[src/rtl/shift_serdes_pkg.sv]
`default_nettype none
// +----------------------------------------------------------------------------+
// | Module   : shift_serdes_pkg                                                |
// | Function : Shared types and helpers for the shift-register serdes block.   |
// | Revision : 1.0  initial release                                            |
// +----------------------------------------------------------------------------+
package shift_serdes_pkg;

   localparam int DEFAULT_WIDTH = 8;

   typedef enum logic [1:0] {
      ST_IDLE  = 2'd0,
      ST_SHIFT = 2'd1,
      ST_DONE  = 2'd2,
      ST_GAP   = 2'd3
   } state_e;

   // Bits needed to hold 0..max_count; never narrower than one bit.
   function automatic int cnt_width(input int max_count);
      return (max_count < 1) ? 1 : $clog2(max_count + 1);
   endfunction

endpackage
`default_nettype wire

[src/rtl/shift_serdes_ctrl_shift_reg.sv]
`default_nettype none
// +----------------------------------------------------------------------------+
// | Module   : shift_reg_sl                                                    |
// | Function : Shift-left register with synchronous parallel load, serial in   |
// |            at the LSB and serial out from the MSB. Load beats shift.       |
// | Revision : 1.0  initial release                                            |
// +----------------------------------------------------------------------------+
module shift_reg_sl
   import shift_serdes_pkg::*;
#(
   parameter int WIDTH = DEFAULT_WIDTH
) (
   input  logic             clk,
   input  logic             rst,
   input  logic             load,
   input  logic [WIDTH-1:0] din,
   input  logic             shift_en,
   input  logic             sin,
   output logic             sout,
   output logic [WIDTH-1:0] q
);

   logic [WIDTH-1:0] q_d;
   logic [WIDTH-1:0] q_q;

   // Next register value: parallel load first, otherwise shift sin into the LSB.
   always_comb begin
      q_d = q_q;
      if (load) begin
         q_d = din;
      end else if (shift_en) begin
         q_d = {q_q[WIDTH-2:0], sin};
      end
   end

   // Register storage with synchronous clear.
   always_ff @(posedge clk) begin
      if (rst) begin
         q_q <= '0;
      end else begin
         q_q <= q_d;
      end
   end

   assign q    = q_q;
   assign sout = q_q[WIDTH-1];

endmodule
`default_nettype wire

[src/rtl/shift_serdes_ctrl.sv]
`default_nettype none
// +----------------------------------------------------------------------------+
// | Module   : shift_serdes_ctrl                                               |
// | Function : Frame sequencer around a shift-left register: accepts a word    |
// |            via valid/ready, shifts it out MSB-first while capturing sin,   |
// |            then strobes the captured word on rx_valid/rx_data.             |
// | Revision : 1.0  initial release                                            |
// +----------------------------------------------------------------------------+
module shift_serdes_ctrl
   import shift_serdes_pkg::*;
#(
   parameter int WIDTH    = DEFAULT_WIDTH,
   parameter int IDLE_GAP = 0
) (
   input  logic             clk,
   input  logic             rst,
   input  logic             tx_valid,
   input  logic [WIDTH-1:0] tx_data,
   output logic             tx_ready,
   input  logic             abort,
   input  logic             sin,
   output logic             sout,
   output logic             frame,
   output logic             busy,
   output logic             rx_valid,
   output logic [WIDTH-1:0] rx_data
);

   localparam int c_cnt_w = cnt_width(WIDTH);
   localparam int c_gap_w = cnt_width(IDLE_GAP);
   localparam logic [c_cnt_w-1:0] c_last_bit = c_cnt_w'(WIDTH - 1);
   localparam logic [c_gap_w-1:0] c_last_gap = c_gap_w'((IDLE_GAP > 0) ? IDLE_GAP - 1 : 0);

   state_e               state_d,   state_q;
   logic [c_cnt_w-1:0]   bit_cnt_d, bit_cnt_q;
   logic [c_gap_w-1:0]   gap_cnt_d, gap_cnt_q;
   logic [WIDTH-1:0]     rx_data_d, rx_data_q;

   logic                 w_load;
   logic                 w_shift_en;
   logic                 w_sr_sout;
   logic [WIDTH-1:0]     w_sr_q;
   logic                 w_framing;

   shift_reg_sl #(
      .WIDTH    (WIDTH)
   ) u_shift_reg (
      .clk      (clk),
      .rst      (rst),
      .load     (w_load),
      .din      (tx_data),
      .shift_en (w_shift_en),
      .sin      (sin),
      .sout     (w_sr_sout),
      .q        (w_sr_q)
   );

   // Next-state, counters and register controls; abort outranks normal flow.
   always_comb begin
      state_d    = state_q;
      bit_cnt_d  = bit_cnt_q;
      gap_cnt_d  = gap_cnt_q;
      rx_data_d  = rx_data_q;
      w_load     = 1'b0;
      w_shift_en = 1'b0;
      case (state_q)
         ST_IDLE: begin
            if (tx_valid) begin
               w_load    = 1'b1;
               bit_cnt_d = '0;
               state_d   = ST_SHIFT;
            end
         end
         ST_SHIFT: begin
            if (abort) begin
               state_d = ST_IDLE;
            end else begin
               w_shift_en = 1'b1;
               bit_cnt_d  = bit_cnt_q + 1'b1;
               if (bit_cnt_q == c_last_bit) begin
                  // Capture the word as it will look after this final shift.
                  rx_data_d = (w_sr_q << 1) | WIDTH'(sin);
                  state_d   = ST_DONE;
               end
            end
         end
         ST_DONE: begin
            gap_cnt_d = '0;
            state_d   = (IDLE_GAP > 0) ? ST_GAP : ST_IDLE;
         end
         ST_GAP: begin
            if (abort || (gap_cnt_q == c_last_gap)) begin
               state_d = ST_IDLE;
            end else begin
               gap_cnt_d = gap_cnt_q + 1'b1;
            end
         end
         default: begin
            state_d = ST_IDLE;
         end
      endcase
   end

   // State and counter registers with synchronous reset.
   always_ff @(posedge clk) begin
      if (rst) begin
         state_q   <= ST_IDLE;
         bit_cnt_q <= '0;
         gap_cnt_q <= '0;
         rx_data_q <= '0;
      end else begin
         state_q   <= state_d;
         bit_cnt_q <= bit_cnt_d;
         gap_cnt_q <= gap_cnt_d;
         rx_data_q <= rx_data_d;
      end
   end

   assign w_framing = (state_q == ST_SHIFT);
   assign tx_ready  = (state_q == ST_IDLE);
   assign busy      = (state_q != ST_IDLE);
   assign frame     = w_framing;
   assign sout      = w_framing & w_sr_sout;
   assign rx_valid  = (state_q == ST_DONE);
   assign rx_data   = rx_data_q;

endmodule
`default_nettype wire
[config.mk]
export PLATFORM = sky130hd
export DESIGN_NAME = shift_serdes_ctrl
export DESIGN_NICKNAME = d
export VERILOG_FILES = /design/src/rtl/shift_serdes_pkg.sv /design/src/rtl/shift_serdes_ctrl_shift_reg.sv /design/src/rtl/shift_serdes_ctrl.sv
export SDC_FILE = /design/constraint.sdc
export NUM_CORES = 1
export LEC_CHECK = 0
export ABC_AREA = 1
export CAP_MARGIN = 10
export CORE_ASPECT_RATIO = 0.75
export CORE_UTILIZATION = 44
export CTS_CLUSTER_DIAMETER = 50
export DETAILED_ROUTE_END_ITERATION = 8
export PLACE_DENSITY = 0.81
export SLEW_MARGIN = 10
export SYNTH_ARGS = -nofsm -noshare
export SYNTH_HDL_FRONTEND = slang
export SYNTH_SLANG_ARGS = --single-unit
export TNS_END_PERCENT = 30
[constraint.sdc]
create_clock -name clk -period 1.42 [get_ports clk]
set_input_delay 0.213 -clock clk [delete_from_list [all_inputs] [get_ports clk]]
set_output_delay 0.213 -clock clk [all_outputs]
set_load 0.01 [all_outputs]
==> metrics.txt <==
commonest non-fill, non-tap cell in the layout=nor2_1; grt met3 use=0.0562; TritonRoute pass-1 iters=4; Critical Path Slowest Stage Cell=dfxtp_4; CTS buffer count=3; worst hold slack=between 0.4 and 0.5 ns; GR peak layer=met2; Clock Tree Buf Depth=2; Syn Area/Cell=6.57 sq um; placed insts=between 200 and 250; row cnt=15; Critical Path End Type=primary output; clock power share=0.249; drt total wl=roughly 2.8 mm; insertion delay to the later sink of the worst-skew pair=0.33 ns; slowest stage delay, CP=0.39 ns; sequential power share=0.548; largest net degree at the start of global routing=20; Core Footprint=2380 sq um; Least-Margin Pin Slew=0.379 ns; Initial DRC Count=39; GRT overflow=0; via count=1209; leakage power=0.804 nW; Slew Viols, Final=0; RSZ-0062 raised after global routing=yes; net switching power figure=around 0.37 mW; Required @ worst endpoint=1.21 ns; sequential share of the synthesized area=0.398; Mapped Cells=approximately 180; synth-to-layout area growth=36.1%; M1 GR Usage=0.235; Hold WC Path Type=flip-flop to flip-flop; final setup violation count=0; GRT met2 Usage=0.352; Worst slew margin=0.746; final hold violation count=0; share of cells above drive strength 1=0.161; Vert. Die Dim=around 46 microns; Post-Layout Cell Count=251; CP Buf/Inv Count=2; final layout net count=232; Pint=0.894 mW; Initial Utilization=0.485; Mapped Nets=190; FF+latch count, synth=23; Die W=61.2 microns; number of I/O port buffers=25; Reg clk slew, reported paths=between 0.1 and 0.15 ns; initial antenna violation count=0; hold buffer count at CTS=0; f_max=between 700 and 800 MHz; WL/cell=11.2 microns; Synth Warn #=0; CP arrival=1.20 ns; Max Cap Viol=0; number of antenna diodes=0; DR DRC count=0; Peak supply drop=0.000435 V; Tcrit/Tclk final=0.993; Root Driver=clkbuf_4; Synth Cell Area=1160 sq um; Combinational Power Share=0.203; via/cell ratio=4.82; number of H-tree levels=1; number of fill cells in the layout=~230; die area=2840 sq um; Post-DP HPWL=1.94 mm; GP Congestion=0.800; # IOs=26; CTS tree=built; global-route wire length before repair=4.08 mm; minimum clock period after layout=1.41 ns; Distinct cells, synth=20; switch share=0.294; Power, Total=1.27 mW; family with the most delay on the worst path=flip-flops; CTS Sinks=23; commonest non-fill, non-tap cells in the layout=nor2_1, nand2_1, inv_1, dfxtp_1; GRT Util Overall=0.203; WS Path Type=flip-flop to primary output; Routed Antenna Nets=0; status=finished, final reports clean; worst path cell trace=inv_1, nand2_1, nor2_1, clkdlybuf4s15_2; P per Cell Area=805 nW/um^2; vias in the first global route=1004; CP Launch Type=flip-flop; Max Clock Skew=roughly 0.013 ns; Max FO, Critical Path=6
[worst paths after layout]
path,startpoint,to,slack (ns),cells after the start
max,state_q[1],sout,0.01,4
min,gap_cnt_q,gap_cnt_q,0.47,2
max reg2reg,bit_cnt_q[0],rx_data[5],0.06,8
min reg2reg,gap_cnt_q,gap_cnt_q,0.47,2
[synthesized netlist by cell type]
master | number | area [sq um]
nand2_1 | 44 | 165
nand3_1 | 7 | 35.0
nor2_8 | 1 | 20.0
nor2_4 | 1 | 11.3
buf_8 | 1 | 15.0
buf_4 | 1 | 7.51
nor2_1 | 49 | 184
inv_1 | 27 | 101
clkinv_1 | 1 | 3.75
a21oi_1 | 4 | 20.0
buf_2 | 1 | 5.00
buf_6 | 1 | 11.3
nand4_1 | 1 | 6.26
nand3b_1 | 1 | 7.51
nand3_4 | 1 | 17.5
ha_1 | 1 | 12.5
dfxtp_1 | 23 | 460
nor3_2 | 1 | 10.0
nand2_4 | 2 | 22.5
o21ai_0 | 8 | 40.0
[sequential cells by signal (all words and copies together) (netlist names)]
register	flops
u_shift_reg.q	8
bit_cnt_q	4
rx_data	8
state_q	2
gap_cnt_q	1
[cell type report]
class                           count  area, sq um  area share
Inverter                           28          105      0.0668
Tap cell                           34         42.5      0.0270
Sequential cell                    23          468       0.297
Clock buffer                        3         22.5      0.0143
Timing Repair Buffer               38          323       0.205
Clock inverter                      1         5.00     0.00318
Multi-Input combinational cell    124          608       0.386
[stage by stage]
stage           util  worst slack [ns]  TNS [ns]  instance area, sq um
6_report       0.660           0.00990         0                  1570
5_1_grt        0.660           -0.0513   -0.0832                  1570
4_1_cts        0.650           0.00198         0                  1550
3_5_place_dp   0.633           -0.0610    -0.437                  1510
3_3_place_gp   0.633           -0.0173    -0.102                  1510
2_1_floorplan      -             0.183         0                  1160
[worst reg2reg max path: cells and delay by family, from the launching register on]
| family | cells | cell delay (ns) |
|---|---|---|
| simple gates | 6 | 0.58 |
| flops | 1 | 0.42 |
| buf+inv | 1 | 0.07 |
| fa+ha+maj | 1 | 0.20 |
[cell families (layout without fill, tap and decap cells)]
logic type,after synthesis,in the layout,synth area share
AND/OR/NAND/NOR,108,111,0.415
buffers and inverters,32,70,0.124
flip-flops,23,23,0.398
adder cells (fa/ha/maj),1,1,0.0108
AO/OA/AOI/OAI,12,12,0.0520
[power groups by stage]
stage	Sequential (mW)	Combinational [mW]	Clock, mW
after detailed placement	0.711	0.236	0
after global placement	0.710	0.230	0
final	0.695	0.257	0.315
after global routing	0.698	0.282	0.349
after floorplan	0.706	0.138	0
after CTS	0.694	0.244	0.325
[routing by layer]
layer / share of wire / vias up
met5: 0 / -
met4: 0.021 / 0
met3: 0.070 / 8
met2: 0.48 / 48
met1: 0.43 / 541
li1: - / 612
[timing repair]
item | 4_1_cts | 5_1_grt
setup buffers | 1 | 0
gates resized for setup | 28 | 6
cloned | 0 | 3
setup endpoints to repair | 13 | 25
pin swaps | 2 | 4
Power figures use the tool's default switching activity.
==> variant 1, RTL diff (same settings) <==
Reset style: asynchronous (`rst`), changed in 2 clocked blocks. Comments in the files are not updated.
--- a/src/rtl/shift_serdes_ctrl_shift_reg.sv
+++ b/src/rtl/shift_serdes_ctrl_shift_reg.sv
@@ -36,3 +36,3 @@
    // Register storage with synchronous clear.
-   always_ff @(posedge clk) begin
+   always_ff @(posedge clk or posedge rst) begin
       if (rst) begin
--- a/src/rtl/shift_serdes_ctrl.sv
+++ b/src/rtl/shift_serdes_ctrl.sv
@@ -104,3 +104,3 @@
    // State and counter registers with synchronous reset.
-   always_ff @(posedge clk) begin
+   always_ff @(posedge clk or posedge rst) begin
       if (rst) begin
Behaviour: differs if rst is asserted again (counterexample within 4 cycles, from zero or initial values and one cycle with rst high); with rst held inactive, the same outputs for 10 cycles.
==> variant 1 against the original RTL <==
Worst setup slack improved by 0.023 ns. Clock skew down 0.010 ns. Design area shrank 5.2%. Synthesized area is 6.1% lower. Worst hold slack got worse by 0.25 ns. First-iteration DRC count down 23%. Register-to-register slack about the same. Global-route usage is 0.69 points higher. Routed wire length is 15% lower. Via count down 16%. Sequential cell count unchanged. Total power rose by 23%. Largest cell class is now sequential cells. Synthesized cell count down 26%.
==> variant 1: results (changes against the original RTL) <==
[finish]
final_layout_size_suffix_gt1_frac=0.197  ; +0.0352
nFillCells=210  ; -7.9%
layout.nets=188  ; -19%

[global_routing]
met2_usage=0.357  ; +0.00513
antenna_found_initial=0  ; unchanged
grt_pass1_vias=943  ; -6.1%
grt_max_degree=24  ; +20%
grt_util_met1=0.267  ; +0.0310
track_usage=0.210  ; +0.00692
use_met3=0.0659  ; +0.00972
grt_pass1_wl_um=4060  ; -0.49%

[worst_setup_path]
critPathCapture=busy
r2r-end=bit_cnt_q[1]$_DFFE_PP0P_
cp_max_fo=3  ; -3
crit_slowest_cell=dfrtp_1
max_stage_delay_ns=0.40
cp.arrival_ns=1.17  ; -0.03 ns
rr_startpoint=state_q[0]$_DFFE_PP0P_

[placement]
dp_cells=200  ; -18%
hpwl_um=1800  ; -7.2%
placed_area_um2=1460  ; -3.2%
portBuffers=25  ; unchanged
gp_congestion=0.761  ; -4.9%
place_ws_ns=-0.0345  ; +0.0264 ns

[yosys]
synth_area_leaders=dfrtp_1 53%, nand2_1 18%, nand3_1 6.9%
synth_nets=145  ; -24%
synth_commonest_cells=53 x nand2_1, 23 x dfrtp_1, 15 x nand3_1, 9 x inv_1
synth_ff_type=dfrtp_1
synthArstFlopShare=1.00  ; +1.00
syn_area_per_cell_um2=8.29  ; +26%
synth_fa_ha_area_frac=0.0115  ; +0.000698
synth_compound_area_frac=0.0634  ; +0.0114
ys_types=19  ; -5.0%
ys_seq_area_frac=0.530  ; +0.132

[status]
status=finished clean

[detailed_routing]
routed_via_density=4.92  ; +2.1%
dr_wl_met3_um=131  ; -33%
wl_met1_um=1110  ; -7.9%
drt_first_iter_violations=30  ; -23%
highest_layer=met4
drt-total-wl_um=2390  ; -15%
dr_total_vias=1018  ; -16%
firstDrtPassIters=4  ; unchanged
route.met2.wl_um=1140  ; -15%

[worst_hold_path]
hp-class=input port to asynchronous set/reset pin

[clocking]
post-cts-setup-buffers=2  ; +1
clock_path_buffers=2  ; unchanged
cts_buffers=3  ; unchanged
clk_latency_ns=0.31  ; -0.02 ns
clk_pin_slew_worst_paths_ns=0.13
htree_num_levels=1  ; unchanged
cts_repair_resize_count=27  ; -3.6%

[sta]
finalCritPeriodShare=0.977  ; -0.0160
worstMarginPinSlew_ns=0.291  ; -0.0884 ns
whs_ns=0.221  ; -0.251 ns
final-setup-viol-count=0  ; unchanged
skew_ns=0.00271  ; -0.00998 ns

[power_and_ir_drop]
p_leak_nw=0.820  ; +2.0%
ir_worst_vdd_uv=677  ; +56%
switchingPower_mw=0.499  ; +34%

-- variant 1: area by class of cell --
type / count / area (um^2) / area share
repair buffers: 41 / 335 / 0.225
inverters: 9 / 33.8 / 0.0226
flip-flops and latches: 23 / 576 / 0.386
multi-input cells: 96 / 479 / 0.321
clock buffers: 4 / 26.3 / 0.0176
well taps: 34 / 42.5 / 0.0285
-- variant 1: cell families (layout without fill, tap and decap cells) --
family / after synthesis / after routing
simple gates: 82 / 82
flops: 23 / 23
compound gates: 13 / 13
buf+inv: 12 / 54
fa+ha+maj: 1 / 1
-- variant 1: power by group through the flow --
| stage | clock, mW | sequential (mW) | combinational, mW |
|---|---|---|---|
| final | 0.311 | 0.825 | 0.423 |
| after global placement | 0 | 0.840 | 0.403 |
| after CTS | 0.316 | 0.825 | 0.413 |
| after floorplan | 0 | 0.832 | 0.229 |
| after global routing | 0.337 | 0.838 | 0.475 |
| after detailed placement | 0 | 0.842 | 0.418 |
==> variant 2, RTL diff (config.mk and constraints unchanged) <==
Made on the original files. The package constant `DEFAULT_WIDTH` goes from 8 to 10.
--- a/src/rtl/shift_serdes_pkg.sv
+++ b/src/rtl/shift_serdes_pkg.sv
@@ -8,3 +8,3 @@
 
-   localparam int DEFAULT_WIDTH = 8;
+   localparam int DEFAULT_WIDTH = 10;
 
Interface: changed (resized rx_data and tx_data); port bits go from 26 to 30. No check against the original RTL was run, so the function may have changed too.
==> variant 2 against the original RTL <==
Maximum frequency is 2.3% higher. Non-clock buffer count up 3. Total power increased by 15%. Utilization shrank 1.8 points. Clock power up 43%. Sequential share of layout area is 2.8 points higher. Design area up 7.1%. Worst hold slack worse by 0.010 ns. First-iteration DRC count rose by 10%. Worst setup slack improved by 0.031 ns. Sequential cell count is 4 higher. Synthesized area rose by 5.5%. Routed wire length grew 0.64%. Critical path type unchanged. Critical endpoint is now rx_data[3]. Largest power group unchanged.
==> variant 2: results (changes against the original RTL) <==
[power_and_ir_drop]
power_frac_clock=0.311  ; +0.062
ir_worst_vdd_uv=1040  ; +140%
p_leak_nw=0.821  ; +2.0%
switchingPower_mw=0.373  ; about the same

[finish]
multiInputGateArea_um2=566  ; -7.0%
clk_share=0.0290  ; +0.0115
area_share_nonclk_buffers=0.235  ; +0.0295
nFillCells=250  ; +9.6%
layout.nets=244  ; +5.2%
final_layout_size_suffix_gt1_frac=0.111  ; -0.0507
multi_input_gates=132  ; +6.5%

[yosys]
syn_area_per_cell_um2=6.52  ; -0.69%
ys_seq_area_frac=0.443  ; +0.0448
synth_nets=204  ; +7.4%
synth_seq_cells=27  ; +17%
synth_area_leaders=dfxtp_1 44%, nand2_1 18%, nor2_1 11%
synth_commonest_cells=59 x nand2_1, 36 x nor2_1, 27 x dfxtp_1, 22 x inv_1, 13 x nand3_1

[worst_setup_path]
critPathCapture=rx_data[3]
regToRegSetupSlack_ns=0.10  ; +0.04 ns
ff2ff_path_depth=7  ; -1
rr_startpoint=bit_cnt_q[1]$_SDFFE_PP0P_
crit_family=buffers and inverters
max_stage_delay_ns=0.54  ; +0.15 ns
crit_slowest_cell=clkdlybuf4s50_1

[status]
status=finished clean

[placement]
portBuffers=29  ; +16%
gp_congestion=0.875  ; +9.3%

[global_routing]
grt_pass1_wl_um=4420  ; +8.1%
grt_pass1_vias=1009  ; +0.50%
track_usage=0.196  ; -0.00725

[detailed_routing]
routed_via_density=4.67  ; -3.1%
drt_first_iter_violations=43  ; +10%

[sta]
skew_ns=0.0104  ; -0.00233 ns
slew_headroom=0.782  ; +0.0359

[clocking]
clk_pin_slew_worst_paths_ns=0.10  ; -0.04 ns
clock-root-buffer=clkbuf_8

-- variant 2: worst min path at each step --
stage / slack [ns] / depth (start not counted) / end / from
final: 0.46 / 2 / rx_data[2]$_SDFFE_PP0P_ / rx_data[2]$_SDFFE_PP0P_
after global routing: 0.49 / 2 / gap_cnt_q$_SDFFE_PP0P_ / gap_cnt_q$_SDFFE_PP0P_
after global placement: 0.45 / 2 / gap_cnt_q$_SDFFE_PP0P_ / gap_cnt_q$_SDFFE_PP0P_
after detailed placement: 0.46 / 2 / rx_data[2]$_SDFFE_PP0P_ / rx_data[2]$_SDFFE_PP0P_
after floorplan: 0.36 / 2 / rx_data[0]$_SDFFE_PP0P_ / sin
after CTS: 0.47 / 2 / rx_data[2]$_SDFFE_PP0P_ / rx_data[2]$_SDFFE_PP0P_
-- variant 2: kinds of logic after synthesis --
| group | count (synthesis) | synth area share |
|---|---|---|
| DFF | 27 | 0.443 |
| adders and majority gates | 2 | 0.0205 |
| buffers and inverters | 28 | 0.0933 |
| AOI/OAI and AO/OA | 16 | 0.0656 |
| and+or+nand+nor | 114 | 0.377 |
-- variant 2: timing repair --
item | CTS | global route
cloned | 0 | 0
gates resized for setup | 9 | 6
setup endpoints to repair | 5 | 13
-- variant 2: layer usage --
layer	GRT usage	vias up	routed length (um)
li1	-	650	-
met1	0.249	542	1450
met2	0.337	29	1220
met3	0.0548	2	128
met4	0.0605	0	17
met5	0	-	0
-- variant 2: metrics by stage --
stage	utilization	cell area (um^2)	hold slack (ns)	setup WS, ns
after floorplan	-	1220	0.361	0.124
after CTS	0.638	1670	0.470	0.0448
after detailed placement	0.620	1630	0.455	-0.104
after global placement	0.620	1630	0.447	-0.0318
final	0.643	1690	0.462	0.0413
after global routing	0.643	1690	0.486	0.00281
